$ cat config.mk
export PLATFORM = sky130hd
export DESIGN_NAME = dac_serial_mux_flat
export DESIGN_NICKNAME = d
export VERILOG_FILES = /design/src/rtl/dac_serial_mux_if.sv /design/src/rtl/dac_serial_mux.sv /design/src/flat_wrapper.sv
export SDC_FILE = /design/constraint.sdc
export NUM_CORES = 1
export LEC_CHECK = 0
export CORE_MARGIN = 8
export CORE_UTILIZATION = 50
export CTS_CLUSTER_DIAMETER = 60
export DETAILED_ROUTE_END_ITERATION = 7
export PLACE_DENSITY = 0.76
export SYNTH_ARGS = -nofsm -noshare
export SYNTH_HDL_FRONTEND = slang
export SYNTH_SLANG_ARGS = --single-unit
$ cat constraint.sdc
create_clock -name bpclk -period 2.4 [get_ports bpclk]
set_input_delay 0.48 -clock bpclk [delete_from_list [all_inputs] [get_ports bpclk]]
set_output_delay 0.48 -clock bpclk [all_outputs]
set_load 0.05 [all_outputs]
$ cat src/rtl/dac_serial_mux_if.sv
// Local-bus and DAC pin bundle for dac_serial_mux.
// The slave side belongs to the mux. The master side drives the command bus
// and the external serial timebase.
interface dac_serial_mux_if #(
    parameter int NCH = 4
);
    logic            xtm_trg;
    logic            xtm_clk;
    logic [31:0]     cmd_dat;
    logic            cmd_str;
    logic            cmd_full;
    logic            busy;
    logic            cmd_ovf;
    logic            cmd_err;
    logic            dac_rst;
    logic            dac_clr;
    logic            dac_clk;
    logic [NCH-1:0]  dac_cs;
    logic            dac_dat;
    logic            dac_lt;

    modport master (
        output xtm_trg, xtm_clk, cmd_dat, cmd_str,
        input  cmd_full, busy, cmd_ovf, cmd_err,
        input  dac_rst, dac_clr, dac_clk, dac_cs, dac_dat, dac_lt
    );

    modport slave (
        input  xtm_trg, xtm_clk, cmd_dat, cmd_str,
        output cmd_full, busy, cmd_ovf, cmd_err,
        output dac_rst, dac_clr, dac_clk, dac_cs, dac_dat, dac_lt
    );
endinterface

$ cat src/rtl/dac_serial_mux.sv
// Multi-channel serial DAC write engine.
// Bus commands are queued in a small FIFO. Each command becomes one of three
// things: a serial frame sent to one chip-select, followed by an optional
// latch pulse; a timed clear pulse; or an error pulse. Every pin change is
// aligned to a falling serial-clock tick, except the chip-select release.
//
// state   | meaning
// --------+------------------------------------------------------------
// IDLE    | wait for a queued command and pop it
// ARM     | frame loaded; wait for a tick to pull the chip-select low
// SHIFT   | shift one bit per tick; leave after FRAME_W ticks
// CSHI    | release the chip-select; then latch, or skip the latch if deferred
// LT_LO   | wait for a tick to drive dac_lt low
// LT_HI   | wait for a tick to drive dac_lt high again
// CLR     | first tick drives dac_clr low; it is released CLR_TICKS ticks later
module dac_serial_mux #(
    parameter int FRAME_W    = 24,
    parameter int NCH        = 4,
    parameter int FIFO_DEPTH = 4,
    parameter int CLR_TICKS  = 2
) (
    input  logic          bpclk,
    input  logic          lreset,
    dac_serial_mux_if.slave bus
);

    localparam int AW = (FIFO_DEPTH > 1) ? $clog2(FIFO_DEPTH) : 1;
    localparam int CW = 5;
    localparam logic [AW:0] DEPTH_C = (AW+1)'(FIFO_DEPTH);
    localparam logic [4:0]  NCH_C   = 5'(NCH);

    typedef enum logic [2:0] {
        S_IDLE,
        S_ARM,
        S_SHIFT,
        S_CSHI,
        S_LT_LO,
        S_LT_HI,
        S_CLR
    } state_t;

    logic [31:0]        mem_q [FIFO_DEPTH];
    logic [AW-1:0]      wp_q, rp_q;
    logic [AW:0]        count_q, count_d;
    logic               full_q, ovf_q;
    logic               pop, push, tick;
    logic [31:0]        head;
    logic               unused_head;

    state_t             state_q, state_d;
    logic [FRAME_W-1:0] sr_q, sr_d;
    logic [CW-1:0]      cnt_q, cnt_d;
    logic [3:0]         ch_q, ch_d;
    logic               defer_q, defer_d;
    logic [NCH-1:0]     cs_q, cs_d;
    logic               lt_q, lt_d;
    logic               clr_q, clr_d;
    logic               err_q, err_d;

    assign tick = bus.xtm_trg & ~bus.xtm_clk;
    assign head = mem_q[rp_q];
    assign pop  = (state_q == S_IDLE) && (count_q != '0);
    // A full FIFO can still take a command when the head leaves in the same cycle.
    assign push = bus.cmd_str && ((count_q != DEPTH_C) || pop);

    // Only some command bits are decoded; the reserved bits are ignored on purpose.
    assign unused_head = ^head;

    // FIFO occupancy after this cycle's push/pop.
    always_comb begin
        count_d = count_q;
        if (push && !pop) begin
            count_d = count_q + (AW+1)'(1);
        end else if (pop && !push) begin
            count_d = count_q - (AW+1)'(1);
        end
    end

    // FIFO storage; a flush only resets the pointers, so the contents need no reset.
    always_ff @(posedge bpclk) begin
        if (push) begin
            mem_q[wp_q] <= bus.cmd_dat;
        end
    end

    // FIFO pointers, full flag and the overflow pulse.
    always_ff @(posedge bpclk) begin
        if (!lreset) begin
            wp_q    <= '0;
            rp_q    <= '0;
            count_q <= '0;
            full_q  <= 1'b0;
            ovf_q   <= 1'b0;
        end else begin
            if (push) begin
                wp_q <= wp_q + AW'(1);
            end
            if (pop) begin
                rp_q <= rp_q + AW'(1);
            end
            count_q <= count_d;
            full_q  <= (count_d == DEPTH_C);
            ovf_q   <= bus.cmd_str && !push;
        end
    end

    // Sequencer next state and pin values.
    always_comb begin
        state_d = state_q;
        sr_d    = sr_q;
        cnt_d   = cnt_q;
        ch_d    = ch_q;
        defer_d = defer_q;
        cs_d    = cs_q;
        lt_d    = lt_q;
        clr_d   = clr_q;
        err_d   = 1'b0;
        case (state_q)
            S_IDLE: begin
                if (pop) begin
                    if (head[31]) begin
                        state_d = S_CLR;
                    end else if ({1'b0, head[27:24]} >= NCH_C) begin
                        err_d = 1'b1;
                    end else begin
                        sr_d    = head[FRAME_W-1:0];
                        cnt_d   = CW'(FRAME_W - 1);
                        ch_d    = head[27:24];
                        defer_d = head[28];
                        state_d = S_ARM;
                    end
                end
            end
            S_ARM: begin
                if (tick) begin
                    for (int i = 0; i < NCH; i++) begin
                        if (ch_q == 4'(i)) begin
                            cs_d[i] = 1'b0;
                        end
                    end
                    state_d = S_SHIFT;
                end
            end
            S_SHIFT: begin
                if (tick) begin
                    sr_d = {sr_q[FRAME_W-2:0], 1'b1};
                    if (cnt_q == '0) begin
                        state_d = S_CSHI;
                    end else begin
                        cnt_d = cnt_q - CW'(1);
                    end
                end
            end
            S_CSHI: begin
                cs_d    = '1;
                state_d = defer_q ? S_IDLE : S_LT_LO;
            end
            S_LT_LO: begin
                if (tick) begin
                    lt_d    = 1'b0;
                    state_d = S_LT_HI;
                end
            end
            S_LT_HI: begin
                if (tick) begin
                    lt_d    = 1'b1;
                    state_d = S_IDLE;
                end
            end
            S_CLR: begin
                if (tick) begin
                    if (clr_q) begin
                        clr_d = 1'b0;
                        cnt_d = CW'(CLR_TICKS);
                    end else if (cnt_q == CW'(1)) begin
                        // The counter reaches zero on this tick, so dac_clr is released now.
                        cnt_d   = '0;
                        clr_d   = 1'b1;
                        state_d = S_IDLE;
                    end else begin
                        cnt_d = cnt_q - CW'(1);
                    end
                end
            end
            default: begin
                state_d = S_IDLE;
            end
        endcase
    end

    // Sequencer registers; a reset puts every pin in its inactive level on the same edge.
    always_ff @(posedge bpclk) begin
        if (!lreset) begin
            state_q <= S_IDLE;
            sr_q    <= '1;
            cnt_q   <= '0;
            ch_q    <= '0;
            defer_q <= 1'b0;
            cs_q    <= '1;
            lt_q    <= 1'b1;
            clr_q   <= 1'b1;
            err_q   <= 1'b0;
        end else begin
            state_q <= state_d;
            sr_q    <= sr_d;
            cnt_q   <= cnt_d;
            ch_q    <= ch_d;
            defer_q <= defer_d;
            cs_q    <= cs_d;
            lt_q    <= lt_d;
            clr_q   <= clr_d;
            err_q   <= err_d;
        end
    end

    assign bus.cmd_full = full_q;
    assign bus.busy     = (state_q != S_IDLE) || (count_q != '0);
    assign bus.cmd_ovf  = ovf_q;
    assign bus.cmd_err  = err_q;
    assign bus.dac_rst  = lreset;
    assign bus.dac_clr  = clr_q;
    assign bus.dac_clk  = bus.xtm_clk;
    assign bus.dac_cs   = cs_q;
    assign bus.dac_dat  = sr_q[FRAME_W-1];
    assign bus.dac_lt   = lt_q;

endmodule

$ cat src/flat_wrapper.sv
// flat-port wrapper written by rule: the top's interface ports become plain ports
module dac_serial_mux_flat 
#(
    parameter int FRAME_W    = 24,
    parameter int NCH        = 4,
    parameter int FIFO_DEPTH = 4,
    parameter int CLR_TICKS  = 2
)
  (bpclk, lreset, bus_xtm_trg, bus_xtm_clk, bus_cmd_dat, bus_cmd_str, bus_cmd_full, bus_busy, bus_cmd_ovf, bus_cmd_err, bus_dac_rst, bus_dac_clr, bus_dac_clk, bus_dac_cs, bus_dac_dat, bus_dac_lt);
  dac_serial_mux_if #(.NCH(NCH)) bus_i ();
  input  logic bpclk;
  input  logic lreset;
  input wire logic [$bits(bus_i.xtm_trg)-1:0] bus_xtm_trg;
  input wire logic [$bits(bus_i.xtm_clk)-1:0] bus_xtm_clk;
  input wire logic [$bits(bus_i.cmd_dat)-1:0] bus_cmd_dat;
  input wire logic [$bits(bus_i.cmd_str)-1:0] bus_cmd_str;
  output wire logic [$bits(bus_i.cmd_full)-1:0] bus_cmd_full;
  output wire logic [$bits(bus_i.busy)-1:0] bus_busy;
  output wire logic [$bits(bus_i.cmd_ovf)-1:0] bus_cmd_ovf;
  output wire logic [$bits(bus_i.cmd_err)-1:0] bus_cmd_err;
  output wire logic [$bits(bus_i.dac_rst)-1:0] bus_dac_rst;
  output wire logic [$bits(bus_i.dac_clr)-1:0] bus_dac_clr;
  output wire logic [$bits(bus_i.dac_clk)-1:0] bus_dac_clk;
  output wire logic [$bits(bus_i.dac_cs)-1:0] bus_dac_cs;
  output wire logic [$bits(bus_i.dac_dat)-1:0] bus_dac_dat;
  output wire logic [$bits(bus_i.dac_lt)-1:0] bus_dac_lt;
  assign bus_i.xtm_trg = bus_xtm_trg;
  assign bus_i.xtm_clk = bus_xtm_clk;
  assign bus_i.cmd_dat = bus_cmd_dat;
  assign bus_i.cmd_str = bus_cmd_str;
  assign bus_cmd_full = bus_i.cmd_full;
  assign bus_busy = bus_i.busy;
  assign bus_cmd_ovf = bus_i.cmd_ovf;
  assign bus_cmd_err = bus_i.cmd_err;
  assign bus_dac_rst = bus_i.dac_rst;
  assign bus_dac_clr = bus_i.dac_clr;
  assign bus_dac_clk = bus_i.dac_clk;
  assign bus_dac_cs = bus_i.dac_cs;
  assign bus_dac_dat = bus_i.dac_dat;
  assign bus_dac_lt = bus_i.dac_lt;
  dac_serial_mux #(.FRAME_W(FRAME_W), .NCH(NCH), .FIFO_DEPTH(FIFO_DEPTH), .CLR_TICKS(CLR_TICKS)) u_core (.bpclk(bpclk), .lreset(lreset), .bus(bus_i));
endmodule
==> results of run 1 <==
## routing by layer
layer / GRT usage (%) / up-vias / wire length [um]
li1: - / 2048 / -
met1: 17.44 / 2236 / 6072
met2: 27.03 / 91 / 7391
met3: 3.683 / 23 / 514
met4: 6.644 / 0 / 261
met5: 0 / - / 0
## worst reg2reg max path, stage by stage, from the launching register on
cell	delay, ns
dfxtp_1	0.39
inv_1	0.10
ha_1	0.24
and2b_1	0.25
nand2_1	0.16
and3_2	0.26
buf_12	0.27
a21oi_1	0.14
a41oi_1	0.20
## synth_stat cells, types with 4 or more instances
| cell | count |
|---|---|
| edfxtp_1 | 120 |
| dfxtp_1 | 55 |
| a21oi_1 | 31 |
| mux2i_1 | 30 |
| mux4_2 | 30 |
| nand2b_1 | 27 |
| a41oi_2 | 22 |
| nand2_1 | 21 |
| o21ai_0 | 14 |
| clkbuf_1 | 13 |
| buf_2 | 12 |
| nor2_1 | 11 |
| inv_1 | 10 |
| ha_1 | 9 |
| nor2b_1 | 9 |
| and2_1 | 8 |
| nor3_1 | 6 |
| buf_4 | 5 |
| and3_1 | 4 |
| buf_6 | 4 |
| nand3_1 | 4 |
| nor3b_1 | 4 |
## registers in the layout (all words and copies together), names as in the netlist, named ones only
register	flops
u_core.bus.dac_lt	1
u_core.state_q	3
u_core.ch_q	4
u_core.bus.dac_cs	4
u_core.sr_q	24
u_core.wp_q	2
u_core.count_q	3
u_core.rp_q	2
u_core.bus.cmd_err	1
u_core.mem_q	120
u_core.bus.cmd_ovf	1
u_core.cnt_q	5
u_core.defer_q	1
u_core.bus.dac_clr	1
u_core.bus.cmd_full	1
## logic make-up after synthesis
group / share of synthesized area [%]
xor+xnor: 0.5785
mux: 12.89
simple gates: 8.610
flops: 62.14
buf+inv: 3.289
fa+ha+maj: 1.487
compound gates: 11.01
## where the power goes
| group | switching [mW] | total (mW) | internal, mW |
|---|---|---|---|
| clock | 1.16 | 2.70 | 1.54 |
| sequential | 0.291 | 4.00 | 3.71 |
| combinational | 2.46 | 4.22 | 1.76 |
## layout by cell type (no fill, tap or decap), types with 12 or more instances in the layout
master and instances:
mux2i_1 30, buf_4 12, a21oi_1 31, clkbuf_16 17
clkdlybuf4s50_1 43, mux4_2 30, nand2b_1 27, dfxtp_1 54
nand2_1 21, edfxtp_1 120, a41oi_2 22, o21ai_0 14
## metrics by stage
step | instance area, um2 | total power, mW
2_1_floorplan | 7571 | 7.328
3_3_place_gp | 8348 | 8.089
3_5_place_dp | 8348 | 8.269
4_1_cts | 8931 | 10.99
5_1_grt | 8931 | 11.47
6_report | 8931 | 10.92
## area by class of cell
class | count | area [um2]
Inverter | 10 | 37.54
Clock buffer | 17 | 425.4
Tap cell | 188 | 235.2
Timing Repair Buffer | 67 | 745.7
Sequential cell | 175 | 4706
Clock inverter | 15 | 157.7
Fill cell | 1129 | 6046
Multi-Input combinational cell | 282 | 2624
## worst paths after layout
| path | start | endpoint | slack [ns] | cells past startpoint |
|---|---|---|---|---|
| worst min-delay path | u_core.bus.dac_cs[1] | u_core.bus.dac_cs[1] | 0.47 | 2 |
| worst max-delay path | u_core.bus.dac_clr | bus_dac_clr | 0.12 | 1 |
| worst min register to register | u_core.bus.dac_cs[1] | u_core.bus.dac_cs[1] | 0.47 | 2 |
| worst max register to register | u_core.count_q[0] | u_core.sr_q[12] | 0.30 | 8 |
==> summary.md, run 1 <==
| Metric | Value |
|---|---|
| Status | `finished clean` |
| Ys Warns | `0` |
| WHS | `0.4654 ns` |
| DR pass1 iterations | `4` |
| Final GP Congestion | `0.7746` |
| Max_cap viols | `0` |
| Post-CTS Hold Buffers | `0` |
| Routed Wire Length | `14.24 mm` |
| Yosys cell types | `57` |
| Top FF cell, synth | `edfxtp_1` |
| PD cells | `1223 mW/mm2` |
| Clock buffer count from CTS | `17` |
| Overflow after GRT | `0` |
| Cell count after synthesis | `502` |
| Final worst-path setup slack | `0.1246 ns` |
| Worst vdd ir | `0.7759 mV` |
| DP HPWL | `9.050 mm` |
| Final non-filler cell total | `754` |
| Largest net degree at the start of global routing | `63` |
| Buf/Inv on CP | `1` |
| Iter 0 DRT Violations | `276` |
| Die Width | `139.1 um` |
| Total number of vias | `4398` |
| Row count | `45` |
| Clock root buffer | `clkbuf_16` |
| Syn nets | `548` |
| Final Util | `59.63%` |
| Setup CP Type | `reg -> out` |
| Die Y | `139.1 um` |
| Final hold vios | `0` |
| Syn avg cell area | `15.08 um2` |
| RSZ-0062 raised after global routing | `no` |
| Number of flops mapped to enable cells by yosys | `120` |
| Placed cells | `722` |
| Worst Path Required | `1.92 ns` |
| FFs w/ async S/R, synth | `0%` |
| Fmax | `439.5 MHz` |
| Register area share after synthesis | `62.14%` |
| TritonCTS clock tree | `done` |
| DIE AREA | `0.01933 mm2` |
| Area delta synth->final | `17.96%` |
| Hold/Removal Path Class | `reg -> reg` |
| Initial antenna violation count | `0` |
| Final net count | `599` |
| Clk slew on worst S/H paths | `0.06 ns` |
| Total Routing Usage GR | `15.33%` |
| Share of cells above drive strength 1 | `21.02%` |
| Vias in the first global route | `4521` |
| CP Cell Sequence | `clkdlybuf4s50_1` |
| Starting Density | `50.55%` |
| H-tree levels | `4` |
| Vias per inst | `5.833` |
| Slew margin rel. | `49.41%` |
| Setup crit start kind | `register` |
| Lkg Pwr | `2.910 nW` |
| First-pass GRT wire length | `23.35 mm` |
| DRC | `0` |
| Post-Syn Area | `0.007571 mm2` |
| Final setup viols | `0` |
| CTS resizes | `0` |
| ANT nets after route | `0` |
| CTS Sinks | `175` |
| Core Region | `0.01498 mm2` |
| Minimum clock period | `2.275 ns` |
| IO buf count | `47` |
| Final period util | `94.81%` |
| Ant diodes | `0` |
| Fin Clk Skew | `0.007387 ns` |
| Top cell type's share of synthesized area | `47.60%` |
| Io pins | `50` |
| CP max stage delay | `0.87 ns` |
| Post-Place Worst Slack | `0.1975 ns` |
| Crit. End Element | `output pin` |
| Top cell type by total area after synthesis | `edfxtp_1` |
| Slew of the pin with the lowest slew margin | `0.7483 ns` |
| Crit path arrival time | `1.80 ns` |
| Fin. max-slew vios | `0` |
| Crit-path leading delay family | `buffers and inverters` |
| Top post-synthesis cells by area | `edfxtp_1, dfxtp_1, mux4_2` |
| CP max FO | `8` |
| #FFs+latches synth | `175` |
| Clock Tree Buf Depth | `2` |
| Routed len/inst | `18.89 um` |
| Setup TNS | `0 ns` |
| CP max stage cell | `clkdlybuf4s50_1` |
| Clock Latency Late Sink | `0.42 ns` |
| Postcts setup bufs | `0` |
No activity file was read; power rests on OpenSTA's default activity.
==> run 2: changes to the inputs <==
--- a/config.mk
+++ b/config.mk
@@ -10,6 +10,7 @@
 export CTS_CLUSTER_DIAMETER = 60
 export DETAILED_ROUTE_END_ITERATION = 7
 export PLACE_DENSITY = 0.76
+export SKIP_LAST_GASP = 1
 export SYNTH_ARGS = -nofsm -noshare
 export SYNTH_HDL_FRONTEND = slang
 export SYNTH_SLANG_ARGS = --single-unit
==> results of run 2 <==
No change in the layout: final DEF, timing and power equal those of run 1.
